===== src/rtl/ctrl_pkg.sv =====
// Shared encodings for the multicycle ARM-subset controller.
// Also holds the condition-code evaluation helper.
package ctrl_pkg;

  typedef logic [3:0] state_t;

  localparam state_t S_FETCH    = 4'd0;
  localparam state_t S_DECODE   = 4'd1;
  localparam state_t S_MEMADR   = 4'd2;
  localparam state_t S_MEMRD    = 4'd3;
  localparam state_t S_MEMWR    = 4'd4;
  localparam state_t S_MEMWB    = 4'd5;
  localparam state_t S_EXECUTER = 4'd6;
  localparam state_t S_EXECUTEI = 4'd7;
  localparam state_t S_ALUWB    = 4'd8;
  localparam state_t S_BRANCH   = 4'd9;

  localparam logic [1:0] OP_DP  = 2'b00;
  localparam logic [1:0] OP_MEM = 2'b01;
  localparam logic [1:0] OP_BR  = 2'b10;

  localparam logic [3:0] COND_EQ = 4'h0;
  localparam logic [3:0] COND_NE = 4'h1;
  localparam logic [3:0] COND_CS = 4'h2;
  localparam logic [3:0] COND_CC = 4'h3;
  localparam logic [3:0] COND_MI = 4'h4;
  localparam logic [3:0] COND_PL = 4'h5;
  localparam logic [3:0] COND_VS = 4'h6;
  localparam logic [3:0] COND_VC = 4'h7;
  localparam logic [3:0] COND_HI = 4'h8;
  localparam logic [3:0] COND_LS = 4'h9;
  localparam logic [3:0] COND_GE = 4'hA;
  localparam logic [3:0] COND_LT = 4'hB;
  localparam logic [3:0] COND_GT = 4'hC;
  localparam logic [3:0] COND_LE = 4'hD;
  localparam logic [3:0] COND_AL = 4'hE;

  localparam logic [1:0] ALU_ADD = 2'b00;
  localparam logic [1:0] ALU_SUB = 2'b01;
  localparam logic [1:0] ALU_AND = 2'b10;
  localparam logic [1:0] ALU_ORR = 2'b11;

  localparam logic [3:0] CMD_AND = 4'b0000;
  localparam logic [3:0] CMD_SUB = 4'b0010;
  localparam logic [3:0] CMD_ADD = 4'b0100;
  localparam logic [3:0] CMD_CMP = 4'b1010;
  localparam logic [3:0] CMD_ORR = 4'b1100;

  // flags are packed {N,Z,C,V}; the never-condition 1111 evaluates false
  function automatic logic condEval(input logic [3:0] cond, input logic [3:0] flags);
    logic n, z, c, v;
    logic result;
    {n, z, c, v} = flags;
    case (cond)
      COND_EQ: result = z;
      COND_NE: result = ~z;
      COND_CS: result = c;
      COND_CC: result = ~c;
      COND_MI: result = n;
      COND_PL: result = ~n;
      COND_VS: result = v;
      COND_VC: result = ~v;
      COND_HI: result = c & ~z;
      COND_LS: result = ~c | z;
      COND_GE: result = (n == v);
      COND_LT: result = (n != v);
      COND_GT: result = ~z & (n == v);
      COND_LE: result = z | (n != v);
      COND_AL: result = 1'b1;
      default: result = 1'b0;
    endcase
    return result;
  endfunction

endpackage


===== src/rtl/multicycle_control_cond.sv =====
// Conditional-execution unit: flags register, latched condition result and
// gating of the architectural write enables.
module multicycle_control_cond
  import ctrl_pkg::*;
#(
  parameter logic [3:0] FLAGS_RESET = 4'b0000
) (
  input  logic       clk,
  input  logic       reset,
  input  logic [3:0] cond,
  input  logic [3:0] aluFlags,
  input  logic [1:0] flagW,
  input  logic       condLoad,
  input  logic       condClear,
  input  logic       nextPC,
  input  logic       pcs,
  input  logic       regW,
  input  logic       memW,
  input  logic       noWrite,
  output logic       pcWrite,
  output logic       regWrite,
  output logic       memWrite
);

  logic [3:0] flags;
  logic       condExReg;
  logic       condEx;

  assign condEx = condEval(cond, flags);

  // condExReg is cleared after FETCH so a previous instruction's result never
  // gates the next one before its own DECODE has evaluated the condition
  always_ff @(posedge clk) begin
    if (reset) begin
      flags     <= FLAGS_RESET;
      condExReg <= 1'b0;
    end else begin
      if (condLoad)
        condExReg <= condEx;
      else if (condClear)
        condExReg <= 1'b0;
      if (flagW[1] & condExReg)
        flags[3:2] <= aluFlags[3:2];
      if (flagW[0] & condExReg)
        flags[1:0] <= aluFlags[1:0];
    end
  end

  assign pcWrite  = nextPC | (pcs & condExReg);
  assign regWrite = regW & condExReg & ~noWrite;
  assign memWrite = memW & condExReg;

endmodule


===== src/rtl/multicycle_control.sv =====
// Multicycle ARM-subset control unit: main FSM, instruction decode and ALU
// decode, with conditional execution delegated to multicycle_control_cond.
module multicycle_control
  import ctrl_pkg::*;
#(
  parameter logic [3:0] FLAGS_RESET = 4'b0000
) (
  input  logic        clk,
  input  logic        reset,
  input  logic [19:0] instr,
  input  logic [3:0]  aluFlags,
  output logic        pcWrite,
  output logic        irWrite,
  output logic        memWrite,
  output logic        regWrite,
  output logic        adrSrc,
  output logic        aluSrcA,
  output logic [1:0]  aluSrcB,
  output logic [1:0]  resultSrc,
  output logic [1:0]  aluControl,
  output logic [1:0]  immSrc,
  output logic [1:0]  regSrc
);

  logic [3:0] cond;
  logic [1:0] op;
  logic [5:0] funct;
  logic [3:0] rd;
  logic       unusedRn;

  assign cond     = instr[19:16];
  assign op       = instr[15:14];
  assign funct    = instr[13:8];
  assign rd       = instr[3:0];
  assign unusedRn = ^instr[7:4];

  state_t state, nextState, curState;

  // while reset is high the selects must already look like FETCH
  assign curState = reset ? S_FETCH : state;

  always_ff @(posedge clk) begin
    if (reset)
      state <= S_FETCH;
    else
      state <= nextState;
  end

  always_comb begin
    nextState = S_FETCH;
    case (state)
      S_FETCH:  nextState = S_DECODE;
      S_DECODE: begin
        case (op)
          OP_MEM:  nextState = S_MEMADR;
          OP_DP:   nextState = funct[5] ? S_EXECUTEI : S_EXECUTER;
          OP_BR:   nextState = S_BRANCH;
          default: nextState = S_FETCH;
        endcase
      end
      S_MEMADR:   nextState = funct[0] ? S_MEMRD : S_MEMWR;
      S_MEMRD:    nextState = S_MEMWB;
      S_EXECUTER: nextState = S_ALUWB;
      S_EXECUTEI: nextState = S_ALUWB;
      default:    nextState = S_FETCH;
    endcase
  end

  logic irW, nextPC, branch, regW, memW, aluOp;

  always_comb begin
    irW       = 1'b0;
    nextPC    = 1'b0;
    branch    = 1'b0;
    regW      = 1'b0;
    memW      = 1'b0;
    aluOp     = 1'b0;
    adrSrc    = 1'b0;
    aluSrcA   = 1'b0;
    aluSrcB   = 2'b00;
    resultSrc = 2'b00;
    case (curState)
      S_FETCH: begin
        aluSrcA   = 1'b1;
        aluSrcB   = 2'b10;
        resultSrc = 2'b10;
        irW       = 1'b1;
        nextPC    = 1'b1;
      end
      S_DECODE: begin
        aluSrcA   = 1'b1;
        aluSrcB   = 2'b10;
        resultSrc = 2'b10;
      end
      S_MEMADR:   aluSrcB = 2'b01;
      S_BRANCH: begin
        aluSrcB   = 2'b01;
        resultSrc = 2'b10;
        branch    = 1'b1;
      end
      S_MEMRD:    adrSrc = 1'b1;
      S_MEMWR: begin
        adrSrc = 1'b1;
        memW   = 1'b1;
      end
      S_MEMWB: begin
        resultSrc = 2'b01;
        regW      = 1'b1;
      end
      S_EXECUTER: aluOp = 1'b1;
      S_EXECUTEI: begin
        aluSrcB = 2'b01;
        aluOp   = 1'b1;
      end
      S_ALUWB:    regW = 1'b1;
      default: ;
    endcase
  end

  assign irWrite = irW & ~reset;

  logic [1:0] flagW;
  logic       noWrite;
  logic       knownCmd;

  always_comb begin
    aluControl = ALU_ADD;
    flagW      = 2'b00;
    if (aluOp) begin
      case (funct[4:1])
        CMD_ADD: begin aluControl = ALU_ADD; flagW = {funct[0], funct[0]}; end
        CMD_SUB: begin aluControl = ALU_SUB; flagW = {funct[0], funct[0]}; end
        CMD_CMP: begin aluControl = ALU_SUB; flagW = {funct[0], funct[0]}; end
        CMD_AND: begin aluControl = ALU_AND; flagW = {funct[0], 1'b0}; end
        CMD_ORR: begin aluControl = ALU_ORR; flagW = {funct[0], 1'b0}; end
        default: ;
      endcase
    end
  end

  // noWrite follows the instruction rather than aluOp so it still blocks the
  // register write in ALUWB, where the ALU itself is back to a plain ADD
  assign knownCmd = (funct[4:1] == CMD_ADD) | (funct[4:1] == CMD_SUB) |
                    (funct[4:1] == CMD_AND) | (funct[4:1] == CMD_ORR);
  assign noWrite  = (op == OP_DP) & ~knownCmd;

  assign immSrc    = (op == 2'b11) ? 2'b00 : op;
  assign regSrc[0] = (op == OP_BR);
  assign regSrc[1] = (op == OP_MEM);

  logic pcs;
  assign pcs = branch | (regW & (rd == 4'hF));

  multicycle_control_cond #(
    .FLAGS_RESET(FLAGS_RESET)
  ) u_cond (
    .clk      (clk),
    .reset    (reset),
    .cond     (cond),
    .aluFlags (aluFlags),
    .flagW    (flagW),
    .condLoad (curState == S_DECODE),
    .condClear(curState == S_FETCH),
    .nextPC   (nextPC & ~reset),
    .pcs      (pcs),
    .regW     (regW),
    .memW     (memW),
    .noWrite  (noWrite),
    .pcWrite  (pcWrite),
    .regWrite (regWrite),
    .memWrite (memWrite)
  );

endmodule


===== config.mk =====
export PLATFORM = sky130hd
export DESIGN_NAME = multicycle_control
export DESIGN_NICKNAME = d
export VERILOG_FILES = /design/src/rtl/ctrl_pkg.sv /design/src/rtl/multicycle_control_cond.sv /design/src/rtl/multicycle_control.sv
export SDC_FILE = /design/constraint.sdc
export NUM_CORES = 1
export LEC_CHECK = 0
export CAP_MARGIN = 25
export CORE_MARGIN = 4
export CORE_UTILIZATION = 40
export CTS_CLUSTER_SIZE = 28
export DETAILED_ROUTE_END_ITERATION = 16
export GPL_ROUTABILITY_DRIVEN = 0
export MAX_ROUTING_LAYER = met4
export PLACE_DENSITY = 0.88
export SLEW_MARGIN = 20
export SYNTH_ARGS = -nofsm -noshare
export SYNTH_HDL_FRONTEND = slang
export SYNTH_SLANG_ARGS = --single-unit

===== constraint.sdc =====
create_clock -name clk -period 1.75 [get_ports clk]
set_input_delay 0.4375 -clock clk [delete_from_list [all_inputs] [get_ports clk]]
set_output_delay 0.4375 -clock clk [all_outputs]
set_load 0.02 [all_outputs]

==> impl_metrics.toml, run 1 <==
[drt]
final_antenna_net_count = 0
vias = 1147
routed_wire_length_per_instance_microns = 14.79
drt-pass1-iter-count = 4
detail_route.wirelength_microns = 3092
detail_route.vias_per_cell = 5.488
detail_route.iter0.violations = 32
drc = 0

[critical_path]
critical_path.endpoint_type = "primary output"
cp.arrival_ps = 1440
crit_path_start_kind = "flop"
top_fanout_value_on_the_critical_path = 5
criticalPathCategory = "flop to primary output"
cp.required_ps = 1310

[timing]
post-route-period-util_pct = 107.1
rsz0062_at_grt = "true"
finalWorstPathRequiredPeriod_ps = 1874
slew-limit-headroom_pct = 77.72
timing.final.setup_violations = 6
final-hold-violation-count = 0
timing.clock.skew_ps = 5.567
fin_tns_setup_ps = -490.9
final_critical_path_setup_slack_ps = -123.6
finalMaxSlewViolations = 0
tightestPinTransition_ps = 329.7
max_clock_freq_ghz = 0.5337
finalHoldWorstSlack_ps = 537.0

[yosys]
number_of_synthesis_warnings = 0
synthMostInstantiatedCell = "sky130_fd_sc_hd__nor2_1"
post_synth_instance_area_sq_um = 863.3
fraction_of_synthesized_cell_area_taken_by_the_top_area_cell_type_pct = 20.87
syn-num-nets = 149
syn_area_per_cell_sq_um = 7.019
yosys_register_bits = 9
netlist_instances = 123
synth-edff-count = 0
ys_top_cells_by_area = "sky130_fd_sc_hd__dfxtp_1 21%, sky130_fd_sc_hd__nor2_1 7.4%, sky130_fd_sc_hd__mux2i_1 7.0%"
ys_types = 40
synth_flop_cell = "sky130_fd_sc_hd__dfxtp_1"
synth_largest_area_cell = "sky130_fd_sc_hd__dfxtp_1"
synthTopCellsByCount = "17 x sky130_fd_sc_hd__nor2_1, 11 x sky130_fd_sc_hd__nand2_1, 9 x sky130_fd_sc_hd__a21oi_1, 9 x sky130_fd_sc_hd__dfxtp_1, 9 x sky130_fd_sc_hd__nor3_1"
synth-seq-area-share_pct = 20.87
postSynth.asyncResetShare_pct = 0

[clocking]
cts_num_sinks = 9
numCtsBuffers = 3
clk_transition_reported_paths_ps = 70
tritoncts_clock_tree = "done"
max-clock-path-buffers = 2
clk-insertion-delay-late_ps = 270
root_buffer = "sky130_fd_sc_hd__clkbuf_4"
cts_hold_repair.buffers = 0
clock_tree.htree_level_count = 1

[grt]
number_of_antenna_violations_at_the_first_check_in_global_routing = 0
grt.total_usage_pct = 21.58
grt_max_degree = 12
wire_length_of_the_first_global_routing_pass_microns = 4491
first_global_vias = 1103
grt.overflow.total = 0

[die]
floorplan.initialDensity_pct = 43.13
die-height_microns = 54.46
floorplan.die_area_sq_um = 2965
core_area_sq_um = 2002
die_width_microns = 54.46
top_level_pins = 42
std_cell_rows = 16

[power_and_ir_drop]
power.leakage_nw = 0.6196
power.ir.vdd_worst_mv = 0.3582
power.density_cell_area_nw_per_um2 = 465.4
post-layout-total-power_uw = 676.7

[layout]
areaGrowthSynthToFinish_pct = 68.41
diodes = 0
non_filler_instance_count_after_layout = 209
design.final.nets = 209
final.fill_count = 148
post_route_cells_drive_above_1_share_pct = 37.36

[placement]
dp.final_hpwl_microns = 2317
placement.io_buffers = 37
dp_worst_setup_slack_ps = -913.2
place.detailed.instances = 204

[run_status]
failing_checks = "negative setup slack"
run_status = "complete, but fails checks"

[min_path]
hold_path.class = "flop to flop"

[run]
maxcap_viol_count = 0
[logic make-up after synthesis]
| logic type | synth area share (%) |
|---|---|
| multiplexers | 8.261 |
| XOR/XNOR | 4.059 |
| buffers and inverters | 7.826 |
| AND/OR/NAND/NOR | 39.86 |
| AO/OA/AOI/OAI | 19.13 |
| flip-flops | 20.87 |
[placed cells by master, fill, tap and decap left out, types with 2 or more instances in the layout]
cell / instances
sky130_fd_sc_hd__a21oi_2: 2
sky130_fd_sc_hd__dfxtp_4: 3
sky130_fd_sc_hd__nand2b_1: 5
sky130_fd_sc_hd__nor2_2: 2
sky130_fd_sc_hd__nand3_1: 3
sky130_fd_sc_hd__mux2i_1: 6
sky130_fd_sc_hd__nand4_1: 2
sky130_fd_sc_hd__buf_2: 11
sky130_fd_sc_hd__or2_2: 2
sky130_fd_sc_hd__inv_1: 3
sky130_fd_sc_hd__dfxtp_1: 6
sky130_fd_sc_hd__nor2_1: 15
sky130_fd_sc_hd__o22a_1: 2
sky130_fd_sc_hd__nand2_1: 11
sky130_fd_sc_hd__nand3b_1: 4
sky130_fd_sc_hd__nand2b_4: 3
sky130_fd_sc_hd__nor2b_1: 2
sky130_fd_sc_hd__a21oi_1: 7
sky130_fd_sc_hd__clkdlybuf4s50_1: 9
sky130_fd_sc_hd__buf_6: 3
sky130_fd_sc_hd__nor3_2: 3
sky130_fd_sc_hd__dlygate4sd2_1: 10
sky130_fd_sc_hd__nor3_1: 7
sky130_fd_sc_hd__xnor2_1: 3
sky130_fd_sc_hd__buf_4: 30
sky130_fd_sc_hd__clkbuf_4: 3
sky130_fd_sc_hd__o21ai_0: 2
[power by group]
| part | internal, mW | switching [mW] |
|---|---|---|
| Sequential | 0.212 | 0.0122 |
| Clock | 0.0846 | 0.0793 |
| Combinational | 0.148 | 0.141 |
| Total | 0.444 | 0.233 |
[final cells by class]
type	instances	area, sq um	area share, %
clock buffer	3	22.52	1.549
clock inverter	1	5.005	0.3442
inverter	3	11.26	0.7745
multi-input combinational	101	674.4	46.39
sequential	9	191.4	13.17
tap	27	33.78	2.324
timing repair buffer	65	515.5	35.46
[routing by layer]
metal	global-route usage [%]	part of all wire (%)	wire (microns)
met5	-	0	0
met4	11.20	2.3	70
met3	2.997	6.1	189
met2	40.64	52	1612
met1	21.17	39	1220
[critical path, cell delays in order, from the launching register on]
cell and delay, ps:
sky130_fd_sc_hd__dfxtp_4 360, sky130_fd_sc_hd__nand2b_4 160, sky130_fd_sc_hd__a211o_1 270, sky130_fd_sc_hd__a221oi_2 190, sky130_fd_sc_hd__buf_4 180
[through the flow]
step / area (sq um) / util, %
floorplan: 879.6 / -
global placement: 1430 / 71.44
detailed placement: 1430 / 71.44
CTS: 1416 / 70.75
global route: 1454 / 72.63
finish: 1454 / 72.63
[sequential cells by signal, summed over array words and instances, names as in the netlist]
register,count
state,4
u_cond.flags,4
u_cond.condExReg,1
[final timing paths]
kind | start | end | slack [ps] | cells after the start
worst max-delay path | state[2]$_SDFF_PP0_ | regWrite | -120 | 4
worst max register to register | state[3]$_SDFF_PP0_ | u_cond.flags[1]$_SDFFE_PP0P_ | 160 | 7
worst min register to register | state[1]$_SDFF_PP0_ | state[2]$_SDFF_PP0_ | 540 | 2
worst min-delay path | state[1]$_SDFF_PP0_ | state[2]$_SDFF_PP0_ | 540 | 2
[timing repair]
item                                    CTS  global route
endpoints found under the setup margin   18            12
pin swaps                                10             5
buffers inserted                          0             1
gates resized for setup                  95             7
(Power assumes the default switching activity.)
==> inputs of run 2 (changes only) <==
--- a/config.mk
+++ b/config.mk
@@ -8,10 +8,9 @@
 export CAP_MARGIN = 25
 export CORE_MARGIN = 4
 export CORE_UTILIZATION = 40
-export CTS_CLUSTER_SIZE = 28
+export CTS_CLUSTER_SIZE = 24
 export DETAILED_ROUTE_END_ITERATION = 16
 export GPL_ROUTABILITY_DRIVEN = 0
-export MAX_ROUTING_LAYER = met4
 export PLACE_DENSITY = 0.88
 export SLEW_MARGIN = 20
 export SYNTH_ARGS = -nofsm -noshare
==> run 2 against run 1 <==
Against the previous run: the flow still finishes with violations (negative setup slack); register-to-register slack about the same; non-clock buffer count unchanged; total power is 0.18% higher; wire length up 0.87%.
==> impl_metrics.toml, run 2 (synthesized netlist as in run 1, its figures left out) <==
[run_status]
run_status = "complete, but fails checks"
failing_checks = "negative setup slack"

[critical_path]
cp.required_ps = 1310
top_fanout_value_on_the_critical_path = 5
crit_path_start_kind = "flop"
register_to_register_setup_slack_ps = 160
critical_path.endpoint_type = "primary output"
criticalPathCategory = "flop to primary output"
critical_path.cell_chain = "nand2b_4 > a211o_1 > a221oi_2 > buf_4"
timing.critical_path.slowest_cell_delay_ps = 370
r2r_cells = 7
cp.arrival_ps = 1440
crit-reg2reg-launch = "state[3]$_SDFF_PP0_"
reg2reg_to = "u_cond.flags[1]$_SDFFE_PP0P_"
cpMaxStageDelayCell = "sky130_fd_sc_hd__dfxtp_4"

[layout]
non_filler_instance_count_after_layout = 209
final_cell_mix = "30 x sky130_fd_sc_hd__buf_4, 15 x sky130_fd_sc_hd__nor2_1, 11 x sky130_fd_sc_hd__nand2_1, 11 x sky130_fd_sc_hd__buf_2, 10 x sky130_fd_sc_hd__dlygate4sd2_1"
design.final.nets = 209
areaGrowthSynthToFinish_pct = 68.41
largest_registers = "state: 4 flops, u_cond.flags: 4 flops, u_cond.condExReg: 1 flops"
final_util_pct = 72.63
diodes = 0
post_route_cell_area_sq_um = 1454
final.fill_count = 148
mostFrequentLayoutCell = "sky130_fd_sc_hd__buf_4"
post_route_cells_drive_above_1_share_pct = 37.36

[die]
std_cell_rows = 16
core_area_sq_um = 2002
die_width_microns = 54.46
floorplan.die_area_sq_um = 2965
floorplan.initialDensity_pct = 43.13
die-height_microns = 54.46
top_level_pins = 42

[timing]
timing.final.setup_violations = 7
finalWorstPathRequiredPeriod_ps = 1876
slew-limit-headroom_pct = 77.65
max_clock_freq_ghz = 0.5331
timing.clock.skew_ps = 7.258
post-route-period-util_pct = 107.2
final-hold-violation-count = 0
finalMaxSlewViolations = 0
rsz0062_at_grt = "true"
final_critical_path_setup_slack_ps = -125.9
tightestPinTransition_ps = 332.7

[placement]
place.detailed.instances = 204
dp_worst_setup_slack_ps = -913.2
dp.final_hpwl_microns = 2317
post_dp_cell_area_sq_um = 1430
placement.io_buffers = 37

[grt]
wire_length_of_the_first_global_routing_pass_microns = 4471
grt_max_degree = 12
grt.overflow.total = 0
first_global_vias = 1106
grt.total_usage_pct = 20.88
number_of_antenna_violations_at_the_first_check_in_global_routing = 0

[clocking]
max-clock-path-buffers = 2
clock_tree.htree_level_count = 1
root_buffer = "sky130_fd_sc_hd__clkbuf_4"
clk_transition_reported_paths_ps = 70
cts_num_sinks = 9
tritoncts_clock_tree = "done"
numCtsBuffers = 3
clk-insertion-delay-late_ps = 270

[power_and_ir_drop]
power.ir.vdd_worst_mv = 0.3583
power.leakage_nw = 0.6196
post-layout-total-power_uw = 677.9
power.density_cell_area_nw_per_um2 = 466.2

[run]
maxcap_viol_count = 0

[drt]
routed_wire_length_per_instance_microns = 14.92
drc = 0
drt-pass1-iter-count = 4
detail_route.wirelength_microns = 3119
detail_route.iter0.violations = 43
detail_route.vias_per_cell = 5.464
vias = 1142
final_antenna_net_count = 0

[min_path]
worst_hold_path.endpoint = "state[2]$_SDFF_PP0_"
hold_path.class = "flop to flop"
whs_path_depth = 2
worst_hold_startpoint = "state[1]$_SDFF_PP0_"
run 2: routing by layer:
metal	vias up	share of wire [%]	global-route usage [%]
li1	551	-	-
met1	529	40	20.68
met2	52	51	40.84
met3	10	5.6	2.997
met4	0	3.0	11.20
met5	-	0	0
run 2: stage by stage:
step                hold WS, ps  setup TNS, ps
floorplan                 501.1         -107.1
global placement          537.0         -10790
detailed placement        565.6         -11640
CTS                       533.6         -615.1
global route              566.7          -1093
finish                    537.6         -505.2
run 2: worst max-delay path, delay by kind of cell, from the launching register on:
kind	cells	cell delay, ps
and+or+nand+nor	1	160
AOI/OAI and AO/OA	2	460
DFF	1	370
buffers and inverters	1	180
run 2: layout make-up:
| cell class | instances | area, sq um | area share (%) |
|---|---|---|---|
| Multi-Input combinational cell | 101 | 674.4 | 46.39 |
| Sequential cell | 9 | 191.4 | 13.17 |
| Timing Repair Buffer | 65 | 515.5 | 35.46 |
| Clock inverter | 1 | 5.005 | 0.3442 |
| Clock buffer | 3 | 22.52 | 1.549 |
| Inverter | 3 | 11.26 | 0.7745 |
| Tap cell | 27 | 33.78 | 2.324 |
run 2: worst max-delay path by stage:
stage / end / startpoint / slack [ps]
2_1_floorplan: pcWrite / state[2]$_SDFF_PP0_ / -100
3_3_place_gp: regWrite / reset / -840
3_5_place_dp: regWrite / reset / -910
4_1_cts: aluControl[1] / reset / -140
5_1_grt: pcWrite / instr[0] / -230
6_report: regWrite / state[2]$_SDFF_PP0_ / -130
run 2: what timing repair did:
action,4_1_cts,5_1_grt
gates cloned,0,0
resized for setup,95,7
setup buffers,0,1
hold buffers,0,0
pin swaps,10,5
endpoints found under the setup margin,18,12
run 2: where the power goes:
| part | switching (mW) | internal (mW) | total (mW) |
|---|---|---|---|
| clock | 0.0803 | 0.0846 | 0.165 |
| sequential | 0.0122 | 0.212 | 0.224 |
| combinational | 0.141 | 0.148 | 0.289 |
